===== config.mk =====
export PLATFORM = sky130hd
export DESIGN_NAME = rect_span_gen
export DESIGN_NICKNAME = d
export VERILOG_FILES = /design/src/rtl/rect_span_gen.sv
export SDC_FILE = /design/constraint.sdc
export NUM_CORES = 1
export LEC_CHECK = 0
export ABC_AREA = 1
export CORE_MARGIN = 2
export CORE_UTILIZATION = 30
export CTS_CLUSTER_DIAMETER = 30
export DETAILED_ROUTE_END_ITERATION = 16
export MAX_ROUTING_LAYER = met4
export PLACE_DENSITY = 0.61
export SLEW_MARGIN = 5
export SYNTH_ARGS = -nofsm -noshare
export SYNTH_HDL_FRONTEND = slang
export SYNTH_SLANG_ARGS = --single-unit

===== constraint.sdc =====
create_clock -name clk -period 2.34 [get_ports clk]
set_input_delay 0.585 -clock clk [delete_from_list [all_inputs] [get_ports clk]]
set_output_delay 0.585 -clock clk [all_outputs]
set_load 0.01 [all_outputs]

===== src/rtl/rect_span_gen.sv =====
// rect_span_gen
// -----------------------------------------------------------------------------
// Purpose:
//   Command front end for the draw pipeline. It accepts one filled-rectangle or
//   buffer-swap command at a time and expands it into per-line span records.
//   Each record is two 16-bit words, pushed into the draw unit's painter queue
//   through a we/data/full handshake.
//
//   Span word0 : {1'b0, line[6:0], left[7:0]}
//   Span word1 : {color[2:0], 5'b0, right[7:0]}
//   Swap word  : 16'h8000
//
// Configuration:
//   RECT_CLIP_EN  When defined, right and bottom are clamped to the screen.
//                 A command whose left or top edge lies off-screen is treated
//                 as degenerate. When undefined, fields pass through unchanged.
//
// Parameters:
//   SCREEN_W    pixels per line (legal x range 0..SCREEN_W-1)
//   SCREEN_H    lines per frame (legal y range 0..SCREEN_H-1)
//
// Ports:
//   clk         system clock (same as the draw unit)
//   reset       synchronous, active-high reset
//   cmd_valid   command presented
//   cmd_ready   block can accept a command (high only in IDLE)
//   cmd_swap    1 = buffer swap; geometry fields are ignored
//   cmd_top     first line, inclusive
//   cmd_bottom  last line, inclusive
//   cmd_left    first pixel of each span
//   cmd_right   last pixel of each span, inclusive
//   cmd_color   fill colour {R,G,B}
//   we          queue write strobe (combinational: emitting state and !full)
//   data        queue word; held stable while stalled on full
//   full        queue cannot accept a word
//   busy        a command is being expanded
//   span_count  running count of span records emitted, wraps at 16 bits
// -----------------------------------------------------------------------------
module rect_span_gen #(
  parameter int SCREEN_W = 160,
  parameter int SCREEN_H = 120
) (
  input  logic        clk,
  input  logic        reset,
  input  logic        cmd_valid,
  output logic        cmd_ready,
  input  logic        cmd_swap,
  input  logic [6:0]  cmd_top,
  input  logic [6:0]  cmd_bottom,
  input  logic [7:0]  cmd_left,
  input  logic [7:0]  cmd_right,
  input  logic [2:0]  cmd_color,
  output logic        we,
  output logic [15:0] data,
  input  logic        full,
  output logic        busy,
  output logic [15:0] span_count
);

  typedef enum logic [1:0] {
    IDLE  = 2'd0,
    SPAN0 = 2'd1,
    SPAN1 = 2'd2,
    SWAP  = 2'd3
  } state_t;

  localparam logic [15:0] SWAP_WORD = 16'h8000;

  // The word formats only hold 8-bit columns and 7-bit line numbers.
  if (SCREEN_W < 1 || SCREEN_W > 256 || SCREEN_H < 1 || SCREEN_H > 128) begin : g_bad_geometry
    $error("rect_span_gen: SCREEN_W must be 1..256 and SCREEN_H 1..128");
  end

  state_t      state;
  state_t      state_next;

  logic [6:0]  line_q;
  logic [6:0]  bottom_q;
  logic [7:0]  left_q;
  logic [7:0]  right_q;
  logic [2:0]  color_q;

  logic [7:0]  clip_right;
  logic [6:0]  clip_bottom;
  logic        off_screen;
  logic        degenerate;
  logic        accept;
  logic        last_line;

  // ---------------------------------------------------------------------------
  // Clipping of the incoming command
  // ---------------------------------------------------------------------------
`ifdef RECT_CLIP_EN
  localparam logic [7:0] MAX_X = 8'(SCREEN_W - 1);
  localparam logic [6:0] MAX_Y = 7'(SCREEN_H - 1);

  assign clip_right  = (cmd_right  > MAX_X) ? MAX_X : cmd_right;
  assign clip_bottom = (cmd_bottom > MAX_Y) ? MAX_Y : cmd_bottom;
  assign off_screen  = (cmd_left > MAX_X) || (cmd_top > MAX_Y);
`else
  assign clip_right  = cmd_right;
  assign clip_bottom = cmd_bottom;
  assign off_screen  = 1'b0;
`endif

  assign degenerate = off_screen || (cmd_left > clip_right) || (cmd_top > clip_bottom);
  assign accept     = (state == IDLE) && cmd_valid;
  assign last_line  = (line_q == bottom_q);

  // ---------------------------------------------------------------------------
  // FSM state register
  // ---------------------------------------------------------------------------
  // NOTE: sequential state uses non-blocking (<=) so every register samples the
  // pre-edge values; blocking (=) here would create order-dependent races.
  always_ff @(posedge clk) begin
    if (reset) state <= IDLE;
    else       state <= state_next;
  end

  // ---------------------------------------------------------------------------
  // FSM next state and outputs
  // ---------------------------------------------------------------------------
  // NOTE: every output of this block gets a default first, so no path leaves a
  // signal unassigned and no latch is inferred.
  always_comb begin
    state_next = state;
    we         = 1'b0;
    data       = 16'h0000;

    unique case (state)
      IDLE: begin
        if (cmd_valid) begin
          if (cmd_swap)         state_next = SWAP;
          else if (!degenerate) state_next = SPAN0;
          // A degenerate rectangle is consumed here without output.
        end
      end
      SPAN0: begin
        data = {1'b0, line_q, left_q};
        we   = !full;
        if (!full) state_next = SPAN1;
      end
      SPAN1: begin
        data = {color_q, 5'b00000, right_q};
        we   = !full;
        if (!full) state_next = last_line ? IDLE : SPAN0;
      end
      SWAP: begin
        data = SWAP_WORD;
        we   = !full;
        if (!full) state_next = IDLE;
      end
      default: state_next = IDLE;
    endcase
  end

  // ---------------------------------------------------------------------------
  // Command fields, line counter and span counter
  // ---------------------------------------------------------------------------
  // The fields only change in IDLE, so data stays put while stalled on full.
  always_ff @(posedge clk) begin
    if (reset) begin
      line_q     <= '0;
      bottom_q   <= '0;
      left_q     <= '0;
      right_q    <= '0;
      color_q    <= '0;
      span_count <= '0;
    end else begin
      if (accept) begin
        line_q   <= cmd_top;
        bottom_q <= clip_bottom;
        left_q   <= cmd_left;
        right_q  <= clip_right;
        color_q  <= cmd_color;
      end
      if ((state == SPAN1) && we) begin
        span_count <= span_count + 16'd1;
        // The end test stops the counter at the clipped bottom, so it cannot wrap.
        if (!last_line) line_q <= line_q + 7'd1;
      end
    end
  end

  assign busy      = (state != IDLE);
  assign cmd_ready = !busy;

endmodule

* After elaboration in Yosys (flattened, before gate mapping) *
Index checks and enable logic that the tools add are counted.

storage, ports and cells
  register bits after elaboration = 51
  input bits = 38
  output and inout bits = 35
  word-level logic and storage cells = 42

cells by class
  add/subtract/negate cells = 2
  magnitude comparators = 2
  eq/ne operators = 9
  mux-type cells = 13
  reductions and logical operators = 9

operators with widths
  operator                 count
  $pmux W16 S3             1
  $mux W7                  3
  $add A16 B1 Y16 const B  1
  $mux W2                  6
  $gt A8 B8 Y1             1
  $ne A2 B2 Y1 const B     4
  $pmux W2 S4              1
  $add A7 B1 Y7 const B    1
  $eq A7 B7 Y1             1
  $gt A7 B7 Y1             1
  $reduce_and A5 Y1        1
  $eq A2 B2 Y1 const B     2
  $ne A3 B3 Y1 const B     1
  $reduce_or A3 Y1         1
  $eq A2 B1 Y1 const B     1
  $logic_and A1 B1 Y1      2
  $logic_not A1 Y1         2
  $logic_not A2 Y1         1
  $mux W1                  2
  $reduce_bool A2 Y1       1
  $logic_or A1 B1 Y1       1

* Depth between registers and ports, before layout *
Gate-level depths: netlist of run 1.

  depth in word-level cells = 6
  gate-level depth with buffers = 16
  gate-level depth less buffers = 16

* Worst setup path before layout of run 1 *
OpenSTA, ideal clock, no wires.

  kind = input -> register
  start = input port cmd_bottom[6]
  end = register state[0]
  library setup time = 0.115 ns
  arrival time = 1.580 ns
  required time = 2.225 ns
  path slack = 0.645 ns
  stages on the path = 11
  path buffers = 0
  cells stage by stage = inv_1 -> ha_1 -> a21o_1 -> nor2_1 -> nand2_1 -> nand2_1 -> nand2_1 -> nand2_1 -> nand2_1 -> a21oi_1 -> nor2_1

on the way
  longest elaborated chain between the ends = 4

RTL lines
  item                         RTL line  RTL
  from (decl)                  49        input logic [6:0] cmd_bottom,
  $gt A7 B7 Y1                 106       assign degenerate = off_screen || (cmd_left > clip_right) || (cmd_top > clip_bottom);
  $logic_or A1 B1 Y1           106
  $ne A3 B3 Y1 (no line)       -
  $reduce_and A5 Y1 (no line)  -
  to (signal assigned)         117       else state <= state_next;
  to (decl)                    74        state_t state;

Every way passes these cells.
A chain may end at the register's enable or synchronous reset.

* Worst setup path after layout of run 1 *
  start = register state[1]
  end = output port data[8]

on the way
  longest elaborated chain between the ends = 2
  elaborated cells between the ends (all ways) = 4
  classes of those cells = eq/ne (3); mux (1)

RTL lines
  item                                          RTL line  RTL
  $eq A2 B2 Y1 or $eq A2 B1 Y1 (tied branches)  130       unique case (state)
  $pmux W16 S3 *                                130
  to (decl)                                     54        output logic [15:0] data,

Every way passes the cells marked *; elsewhere a longest branch is shown, timed or not.

==> results of run 1 <==
==> report_power, final <==
part	switching [mW]	internal (mW)	leakage (nW)
Clock	0.291	0.211	0.0422
Combinational	0.508	0.434	1.35
Sequential	0.107	1.00	0.419
==> cells in the final DEF (no fill, tap or decap), types with 2 or more instances in the layout <==
master / count
clkdlybuf4s50_1: 60
xnor2_1: 6
a21o_1: 2
nor3_1: 3
nand3_1: 16
dfxtp_1: 49
clkbuf_1: 2
nand2_2: 2
ha_1: 17
a211oi_1: 4
nor3_4: 2
inv_1: 43
nand2_1: 74
a31oi_1: 4
xor2_1: 8
nand4_1: 3
a21oi_1: 33
nor2_1: 55
buf_4: 12
nor3b_1: 2
buf_12: 2
o21ai_0: 41
clkbuf_8: 5
nor2_2: 3
dlymetal6s2s_1: 11
==> per-stage QoR <==
step	utilization	setup TNS, ns	hold WS, ns
global route	0.417	0	0.506
global placement	0.403	0	0.453
detailed placement	0.403	-0.00848	0.462
finish	0.417	0	0.470
floorplan	-	0	0.455
CTS	0.413	0	0.476
==> worst register-to-register path: stages, from the launching register on <==
cell	delay, ns
dfxtp_4	0.38
inv_2	0.07
nor2_4	0.16
buf_4	0.13
nand2_2	0.06
nor2_2	0.13
nand2_1	0.11
nor2_2	0.13
nand2_2	0.10
nor2_2	0.14
nand2_1	0.09
o21ai_0	0.15
a21oi_1	0.06
==> worst paths after layout <==
| path | slack, ns | start | endpoint | cells after the start |
|---|---|---|---|---|
| setup / recovery | 0.09 | state[1] | data[8] | 5 |
| hold / removal | 0.47 | span_count[15] | span_count[15] | 2 |
| setup reg to reg | 0.53 | state[1] | span_count[15] | 12 |
| hold reg to reg | 0.47 | span_count[15] | span_count[15] | 2 |
==> cell type report <==
class,instances,area (um^2),area share
inverters,45,169,0.0445
clock inverters,1,5.00,0.00132
clock buffers,7,76.3,0.0201
multi-input cells,281,1500,0.396
well taps,111,139,0.0366
flip-flops and latches,51,1030,0.270
repair buffers,86,877,0.231
==> synth_stat cells (all sizes together) <==
cell and instances:
o21ai 41, nand2 76, clkbuf 11, nor2 59, nor3b 2, or2 1
nand3 16, xnor2 6, o21a 1, a211oi 4, ha 17, inv 44
buf 5, clkinv 1, a21o 2, a21oi 33, nand4 3, xor2 8
dfxtp 51, a31oi 4, a311oi 1, nor3 6, and3 1
==> layer usage <==
metal,wire [um],up-vias,global-route usage
li1,-,1424,-
met1,3340,1237,0.201
met2,3280,69,0.239
met3,328,6,0.0272
met4,44,0,0.0263
met5,0,-,-
==> cells by family after synthesis <==
logic type	count (synthesis)
simple gates	164
buf+inv	61
fa+ha+maj	17
xor+xnor	14
flops	51
compound gates	86
==> registers in the layout, summed over array words and instances (netlist names) <==
signal and flops:
color_q 3, right_q 8, span_count 16, bottom_q 7
state 2, line_q 7, left_q 8
==> repair_timing <==
item                                    in CTS  in global routing
pin swaps                                    0                  1
buffers inserted                             0                  1
endpoints found under the setup margin      15                 11
resized for setup                            3                 12
==> run metrics, run 1 <==
Netlist Area Pre-Place 0.00276 mm^2; placed insts 573; Slew @ Worst Pin 0.436 ns; total power 2.55 mW; ant diodes 0; Synth Register Bits 51; main combinational cell family by area after synthesis simple AND/OR/NAND/NOR gates; maximum vdd drop 0.000356 V; fillcell total 986; slowest CP cell clkdlybuf4s50_1; drt pass-1 iters 4; I/O Buffers 72; die footprint 0.0100 mm^2; Syn Area/Cell 7.03 um^2; dpl cell area 0.00367 mm^2; Synth top area share 0.369; pin count of the biggest net entering global routing 46; core footprint 0.00911 mm^2; clock tree buffer depth 2; Detailed Route WL 6990 um; Iter 0 DRT Violations 93; outcome finished, final reports clean; Max Slew Vio Count 0; worst setup margin 0.0894 ns; antenna-violating nets left 0; vias in the first global route 2533; Synth Area in XOR/XNOR 0.0444; row count 35; Synth cell types 31; CTS tree yes; RSZ-0062 raised after global routing false; via count 2736; mux contribution to synthesized area 0; Synth Area in Adders 0.0770; Hold Path Class reg -> reg; cells along the critical path inv_2, nand2_1, buf_4, nor2_1, clkdlybuf4s50_1; hold_buf cts 0; power per cell area 673 mW/mm^2; Max stage delay on crit path 0.56 ns; Placer Congestion 0.756; Synth Area in Compound Gates 0.165; Post-Syn Nets 448; Leakage 1.81 nW; Starting Density 0.303; H-tree Lvls 2; Layout Skew 0.00370 ns; yosys warns 0; post-detail-place hpwl 5300 um; top post-synthesis cells by area dfxtp_1 37%, nand2_1 10%, ha_1 7.7%; CP Max Fanout 5; sequential fraction of the synthesis area 0.369; CP Launch Type register; Synth Area in Simple Gates 0.257; pre-CTS setup slack -0.00848 ns; clock slew at reported path FFs 0.09 ns; CTS Buf Count 5; Area Overhead vs Synth 37.3%; CP Capture Type output pin; Ports 73; critical setup path kind reg -> out; Buf/Inv on CP 3; Die Span X 100 um; Num Clock Sinks 51; non-filler instance count after layout 582; CP delay by family, top buffers and inverters; max frequency 0.444 GHz; Slew HR 0.708; final period utilization 0.962; # Max-Cap Violations 0; Critical Path RT 1.75 ns; clk root buf clkbuf_8; worst-skew pair later-pin latency 0.30 ns; GR Overflow Total 0; Setup-failing EPs final 0; post-route cell area 0.00379 mm^2; CP arrival 1.67 ns; first-pass GRT wire length 11800 um; die height 100 um; Global Route Usage Sum 0.149; cells after synthesis 393; Fin. Hold Viols 0; Routed WL per cell 12.0 um; Final min period 2.25 ns; NumNets Final 525; share of cells above drive strength 1 0.0679; initial antenna violation count 0; Remaining DRCs 0; largest area contributor in the netlist dfxtp_1; Via-to-Cell Ratio 4.70
Note: power is estimated with default switching activity, not from simulation.
==> run 2, diff against run 1 <==
- CTS_CLUSTER_SIZE: not set -> 20
==> results of run 2 <==
No change in the layout: final DEF, timing and power equal those of run 1.
